## src/rtl/alu_share_ctrl.sv

```systemverilog
// alu_share_ctrl: round-robin arbiter and sequencer for the shared mux_Q1 unit.
// Two requesters hand over {op, x, y}; one command is in flight at a time.
// The result is returned with the requester ID over a valid/ready channel.
//
// state | meaning
// ------+-----------------------------------------------------------
// IDLE  | waiting for a command; the grant is issued from here
// EXEC  | dp_* stable, mux_Q1 output settles; captured at the edge
// RESP  | resp_valid held with resp_z/resp_id until resp_ready
module alu_share_ctrl #(
  parameter int IDW  = 1,
  parameter int CNTW = 16
) (
  input  logic            clk,
  input  logic            rst_n,
  input  logic            a_valid,
  output logic            a_ready,
  input  logic [1:0]      a_op,
  input  logic [7:0]      a_x,
  input  logic [7:0]      a_y,
  input  logic            b_valid,
  output logic            b_ready,
  input  logic [1:0]      b_op,
  input  logic [7:0]      b_x,
  input  logic [7:0]      b_y,
  output logic [1:0]      dp_s0,
  output logic [7:0]      dp_x,
  output logic [7:0]      dp_y,
  input  logic [7:0]      dp_z,
  output logic            resp_valid,
  input  logic            resp_ready,
  output logic [IDW-1:0]  resp_id,
  output logic [7:0]      resp_z,
  output logic            busy,
  output logic [CNTW-1:0] ops_done
);

  typedef enum logic [1:0] {
    IDLE = 2'd0,
    EXEC = 2'd1,
    RESP = 2'd2
  } state_t;

  state_t         state;
  state_t         state_nxt;
  logic           grant_a;
  logic           grant_b;
  logic           last_grant;
  logic [IDW-1:0] cur_id;

  // State register
  always_ff @(posedge clk or negedge rst_n) begin
    if (!rst_n) state <= IDLE;
    else        state <= state_nxt;
  end

  // Arbitration and next-state: ties go to the requester not served last
  always_comb begin
    state_nxt = state;
    grant_a   = 1'b0;
    grant_b   = 1'b0;
    unique case (state)
      IDLE: begin
        if (a_valid && (!b_valid || last_grant)) grant_a = 1'b1;
        else if (b_valid)                        grant_b = 1'b1;
        if (grant_a || grant_b) state_nxt = EXEC;
      end
      EXEC:    state_nxt = RESP;
      RESP:    if (resp_ready) state_nxt = IDLE;
      default: state_nxt = IDLE;
    endcase
  end

  // Readies are masked while reset is held so nothing looks accepted
  assign a_ready = grant_a && rst_n;
  assign b_ready = grant_b && rst_n;
  assign busy    = (state != IDLE);

  // Command capture: operands are sampled only on the granting edge
  always_ff @(posedge clk or negedge rst_n) begin
    if (!rst_n) begin
      dp_s0      <= 2'b00;
      dp_x       <= 8'd0;
      dp_y       <= 8'd0;
      cur_id     <= '0;
      last_grant <= 1'b1;
    end else if (grant_a) begin
      dp_s0      <= a_op;
      dp_x       <= a_x;
      dp_y       <= a_y;
      cur_id     <= IDW'(0);
      last_grant <= 1'b0;
    end else if (grant_b) begin
      dp_s0      <= b_op;
      dp_x       <= b_x;
      dp_y       <= b_y;
      cur_id     <= IDW'(1);
      last_grant <= 1'b1;
    end
  end

  // Response capture, hold under backpressure, and completion count
  always_ff @(posedge clk or negedge rst_n) begin
    if (!rst_n) begin
      resp_valid <= 1'b0;
      resp_id    <= '0;
      resp_z     <= 8'd0;
      ops_done   <= '0;
    end else if (state == EXEC) begin
      resp_valid <= 1'b1;
      resp_id    <= cur_id;
      resp_z     <= dp_z;
    end else if ((state == RESP) && resp_ready) begin
      resp_valid <= 1'b0;
      ops_done   <= ops_done + CNTW'(1);
    end
  end

endmodule
```

## config.mk

```make
export PLATFORM = sky130hd
export DESIGN_NAME = alu_share_ctrl
export DESIGN_NICKNAME = d
export VERILOG_FILES = /design/src/rtl/alu_share_ctrl.sv
export SDC_FILE = /design/constraint.sdc
export NUM_CORES = 1
export LEC_CHECK = 0
export ABC_AREA = 1
export CORE_MARGIN = 5
export CORE_UTILIZATION = 38
export DETAILED_ROUTE_END_ITERATION = 7
export PLACE_DENSITY = 0.73
export SYNTH_ARGS = -nofsm -noshare
export SYNTH_HDL_FRONTEND = slang
export SYNTH_SLANG_ARGS = --single-unit
```

## constraint.sdc

```tcl
create_clock -name clk -period 1.6 [get_ports clk]
set_clock_uncertainty 0.15 [all_clocks]
set_input_delay 0.48 -clock clk [delete_from_list [all_inputs] [get_ports clk]]
set_output_delay 0.48 -clock clk [all_outputs]
set_load 0.05 [all_outputs]
```

Word-level counts from Yosys, hierarchy flattened
Cells that the tools add are included.
{"block": "classes", "add_sub_neg": 1, "mul": 0, "div": 0, "order_cmp": 0, "eq_ne": 4, "shifts": 0, "n_mux": 20, "n_bitwise": 1, "reduce_logical": 13}
{"operator": "8-bit 2-to-1 mux", "count": 4}
{"operator": "16-bit by 1-bit adder with 16-bit output, second input constant", "count": 1}
{"operator": "1-bit 2-to-1 mux", "count": 11}
{"operator": "2-bit 2-to-1 mux", "count": 4}
{"operator": "2-bit case mux with 3 select lines", "count": 1}
{"operator": "2-bit nonzero test", "count": 3}
{"operator": "1-bit logical AND", "count": 4}
{"operator": "2-bit inequality test, second input constant", "count": 2}
{"operator": "2-bit AND reduction", "count": 2}
{"operator": "2-bit by 1-bit == test with 1-bit output, second input constant", "count": 1}
{"operator": "2-bit == test, second input constant", "count": 1}
{"operator": "2-bit zero test", "count": 1}
{"operator": "1-bit logical OR", "count": 2}
{"operator": "1-bit zero test", "count": 1}
{"operator": "1-bit inverter", "count": 1}
{"block": "totals", "register_bits": 48, "latchBits": 0, "mem_bits_rw": 0, "romBits": 0, "in_bits": 49, "output_inout_bits": 47, "wordCells": 49, "n_memories": 0}

Longest topological paths before layout
{"block": "depth", "ltp_word": 8, "mapped_depth": 8, "depth_no_buf": 8}

Least setup slack after synthesis
OpenSTA, ideal clock, no wires.
{"block": "synth_path", "path_type": "register -> output", "startpoint": "reg state[1]", "endpoint": "out a_ready", "arrival_time_ns": 1.689, "required_ns": 0.970, "setup_slack_ns": -0.719, "stages_incl_launch_ff": 6, "path_buffers": 2, "cell_sequence": "dfrtp_1 > nor2_4 > nand3_4 > buf_6 > buf_6 > nor2_1"}
{"block": "synth_between", "elab_chain_len": 3}
{"item": "start, declared", "line_no": "44", "rtl": "state_t state;"}
{"item": "start signal, assigned", "line_no": "54", "rtl": "else state <= state_nxt;"}
{"item": "2-bit zero test", "line_no": "62", "rtl": "unique case (state)"}
{"item": "1-bit 2-to-1 mux", "line_no": "62"}
{"item": "1-bit logical AND", "line_no": "75", "rtl": "assign a_ready = grant_a && rst_n;"}
{"item": "end, declared", "line_no": "17", "rtl": "output logic a_ready,"}
No other way between the ends.

Final worst setup path
{"block": "layout_path", "startpoint": "reg last_grant", "endpoint": "out a_ready"}
{"block": "layout_between", "elab_chain_len": 6}
{"item": "start, declared", "line_no": "48", "rtl": "logic last_grant;"}
{"item": "start signal, assigned", "line_no": "86", "rtl": "last_grant <= 1'b1;"}
{"item": "start signal, assigned", "line_no": "92", "rtl": "last_grant <= 1'b0;"}
{"item": "start signal, assigned", "line_no": "98", "rtl": "last_grant <= 1'b1;"}
{"item": "1-bit logical OR", "line_no": "64", "rtl": "if (a_valid && (!b_valid || last_grant)) grant_a = 1'b1;"}
{"item": "1-bit logical AND", "line_no": "64"}
{"item": "1-bit 2-to-1 mux", "line_no": "64"}
{"item": "1-bit 2-to-1 mux (2 in a row)", "line_no": "62"}
{"item": "1-bit logical AND", "line_no": "75"}
No other way between the ends. The select of a mux whose other input is x is not followed.

==> results.json <==
{
  "route.detailed.drc": 0,
  "wl_per_cell_um": 14.6,
  "synth_seq_cells": 48,
  "drive_gt1_share_pct": 48.2,
  "outcome": "complete, but fails checks",
  "fin_crit_sh_pct": 124,
  "power_density_nw_per_um2": 1960,
  "cp-end-kind": "primary output",
  "hpwl_um": 4580,
  "antenna_found_initial": 0,
  "num_vias": 2034,
  "slew_headroom_pct": 59.9,
  "cts.htree.levels": 2,
  "tightestPinTransition_ns": 0.602,
  "min_period_ns": 1.98,
  "clkSinkCount": 48,
  "final-setup-viol-count": 24,
  "cp_max_fo": 2,
  "post_dp_cell_area_um2": 3940,
  "cap_viol_max_count": 0,
  "grt.overflow.total": 0,
  "firstDrtPassIters": 4,
  "nets": 408,
  "p_leak_uw": 0.00200,
  "fp.dieArea_um2": 7670,
  "cts_tree": "yes",
  "seq_area_frac_synth_pct": 52.6,
  "violations": "negative setup slack",
  "die_h_um": 87.6,
  "crit_path_cell_trace": "inv_2 -> nand2_2 -> buf_6 -> nand3_4 -> nor2_4 -> buf_12",
  "cp_data_arrival_time_ns": 1.35,
  "max_freq_ghz": 0.504,
  "drt_wl_total_um": 6320,
  "netlist_instances": 222,
  "place_congestion": 0.736,
  "dr_wl_met2_um": 3400,
  "cp_slowest_cell": "dfstp_2",
  "top_layer": "met4",
  "grt_max_degree": 49,
  "rr_worst_depth": 11,
  "io_buffers": 95,
  "cts_root_buffer": "clkbuf_8",
  "rows": 28,
  "ir_worst_vdd_v": 0.00127,
  "pin_count": 96,
  "syn-num-nets": 272,
  "wl_met1_um": 2330,
  "first_iter_violations": 58,
  "viasPerCell": 4.69,
  "area_growth_pct": 91.4,
  "antennaDiodeCount": 0,
  "cp_slowest_stage_delay_ns": 0.53,
  "path_clk_slew_ns": 0.08,
  "fin_util_pct": 74.4,
  "crit_cells": 6,
  "postSynthAreaPerCell_um2": 10.3,
  "synth.cell_area_um2": 2290,
  "cp.buffers_inverters": 3,
  "drv_slew": 0,
  "yosysUniqueCellTypes": 31,
  "report.final.hold_viol_count": 0,
  "fin_area_um2": 4380,
  "hold_path_class": "input port to async pin",
  "start_util_pct": 38.9,
  "critical_path_required_ns": 0.97,
  "grt_pass1_wl_um": 10500,
  "grt_setup_unrepaired": "yes",
  "gr-usage-all-layers_pct": 17.7,
  "core_area_um2": 5890,
  "yosysWarnings": 0,
  "worstSetupPathType": "register to primary output",
  "cts_buffers": 5,
  "cp_top_family": "flip-flops",
  "cp-start-kind": "register",
  "fin_ws_ns": -0.383,
  "die-width_um": 87.6,
  "clk_latency_ns": 0.30,
  "clk_path_buf_depth": 2,
  "grt_pass1_vias": 2179,
  "ant_nets": 0,
  "wl_met3_um": 467
}
[layout make-up]
type,count,area [µm²]
clock buffers,8,100
fillers,400,1510
inverters,27,111
multi-input cells,141,1040
flip-flops and latches,48,1220
well taps,75,93.8
repair buffers,134,1810
repair inverters,1,11.3
[what timing repair did]
| action | in CTS | in global routing |
|---|---|---|
| gates resized for setup | 46 | 17 |
| buffers inserted | 7 | 6 |
| cloned | 4 | 0 |
| pin swaps | 12 | 10 |
| endpoints found under the setup margin | 26 | 33 |
| hold buffers | 0 | 0 |
[cell families (layout without fill, tap and decap cells)]
family,count (synthesis),after routing,synth area share (%)
AO/OA/AOI/OAI,29,29,10.6
buffers and inverters,33,170,6.78
multiplexers,8,8,3.94
XOR/XNOR,10,10,4.16
AND/OR/NAND/NOR,93,93,21.4
adder cells (fa/ha/maj),1,1,0.547
flip-flops,48,48,52.6
[per-layer routing]
| metal | vias up | track usage [%] |
|---|---|---|
| li1 | 992 | - |
| met1 | 977 | 19.8 |
| met2 | 56 | 31.2 |
| met3 | 9 | 6.77 |
| met4 | 0 | 5.30 |
| met5 | - | 0 |
[worst register-to-register path, stage by stage (launching register included)]
cell and delay [ns]:
dfstp_2 0.53, inv_2 0.04, nand2_2 0.07, buf_6 0.10
nand3_4 0.06, buf_4 0.15, buf_6 0.11, buf_6 0.12
buf_12 0.14, buf_8 0.13, o22ai_2 0.13, nor2_1 0.06
[state kept, by name, indices dropped and copies added (netlist names)]
signal	cells
cur_id	1
dp_s0	2
dp_x	8
dp_y	8
last_grant	1
ops_done	16
resp_id	1
resp_valid	1
resp_z	8
state	2
[cell usage in the layout, fill, tap and decap left out, types with 4 or more instances in the layout]
| cell | n |
|---|---|
| dfrtp_2 | 13 |
| clkdlybuf4s50_1 | 44 |
| nor2_4 | 4 |
| o21ai_2 | 6 |
| buf_4 | 27 |
| xor2_1 | 4 |
| mux2_2 | 8 |
| nor3_1 | 7 |
| nand3_1 | 8 |
| o22ai_2 | 9 |
| nand2_1 | 34 |
| xnor2_1 | 5 |
| buf_12 | 49 |
| or2_2 | 5 |
| buf_6 | 7 |
| dfrtp_1 | 34 |
| nor2_1 | 15 |
| a2bb2oi_2 | 6 |
| inv_1 | 19 |
| clkbuf_8 | 7 |
| inv_2 | 6 |
[path summary, 6_finish.rpt]
check	startpoint	end	slack (ns)
setup / recovery	last_grant$_DFFE_PN1P_	a_ready	-0.38
hold / removal	rst_n	dp_s0[1]$_DFFE_PN0P_	0.16
setup reg to reg	last_grant$_DFFE_PN1P_	dp_y[1]$_DFFE_PN0P_	-0.30
hold reg to reg	cur_id$_DFFE_PN0P_	cur_id$_DFFE_PN0P_	0.38
max in group asynchronous	rst_n	ops_done[2]$_DFFE_PN0P_	0.69
min in group clk	cur_id$_DFFE_PN0P_	cur_id$_DFFE_PN0P_	0.38
[cells in the mapped netlist]
| library cell | number | share of area, % |
|---|---|---|
| a21o_1 | 1 | 0.33 |
| a21oi_1 | 2 | 0.44 |
| a2bb2oi_1 | 6 | 2.3 |
| buf_2 | 1 | 0.22 |
| buf_4 | 2 | 0.66 |
| buf_6 | 3 | 1.5 |
| dfrtp_1 | 47 | 51 |
| dfstp_2 | 1 | 1.1 |
| ha_1 | 1 | 0.55 |
| inv_1 | 26 | 4.3 |
| inv_2 | 1 | 0.16 |
| mux2_2 | 8 | 3.9 |
| nand2_1 | 37 | 6.1 |
| nand2_4 | 3 | 1.5 |
| nand3_1 | 9 | 2.0 |
| nand3_4 | 2 | 1.5 |
| nand4_1 | 3 | 0.82 |
| nor2_1 | 18 | 3.0 |
| nor2_2 | 1 | 0.27 |
| nor2_4 | 2 | 0.98 |
| nor2_8 | 1 | 0.88 |
| nor3_1 | 7 | 1.5 |
| nor3_2 | 1 | 0.44 |
| nor3b_1 | 1 | 0.33 |
| o21ai_0 | 8 | 1.8 |
| o22ai_1 | 3 | 0.82 |
| o22ai_2 | 9 | 4.9 |
| or2_2 | 8 | 2.2 |
| xnor2_1 | 5 | 1.9 |
| xor2_1 | 4 | 1.5 |
| xor2_2 | 1 | 0.71 |
[where the power goes]
part	internal (µW)	leakage, µW	switching, µW
Sequential	1690	0.000548	513
Clock	395	0.0000515	387
Combinational	2910	0.00140	2700
Total	5000	0.00200	3600
[stage by stage]
stage,instances,hold WS [ns],TNS (ns),worst slack (ns),total power (µW)
global route,434,0.200,-7.27,-0.465,9030
detailed placement,410,0.357,-15.64,-0.587,7090
global placement,410,0.350,-14.64,-0.556,6990
floorplan,222,0.0344,-0.547,-0.310,4570
CTS,429,0.169,-3.33,-0.368,8570
finish,434,0.157,-5.35,-0.383,8590
Note: power is estimated with default switching activity, not from simulation.
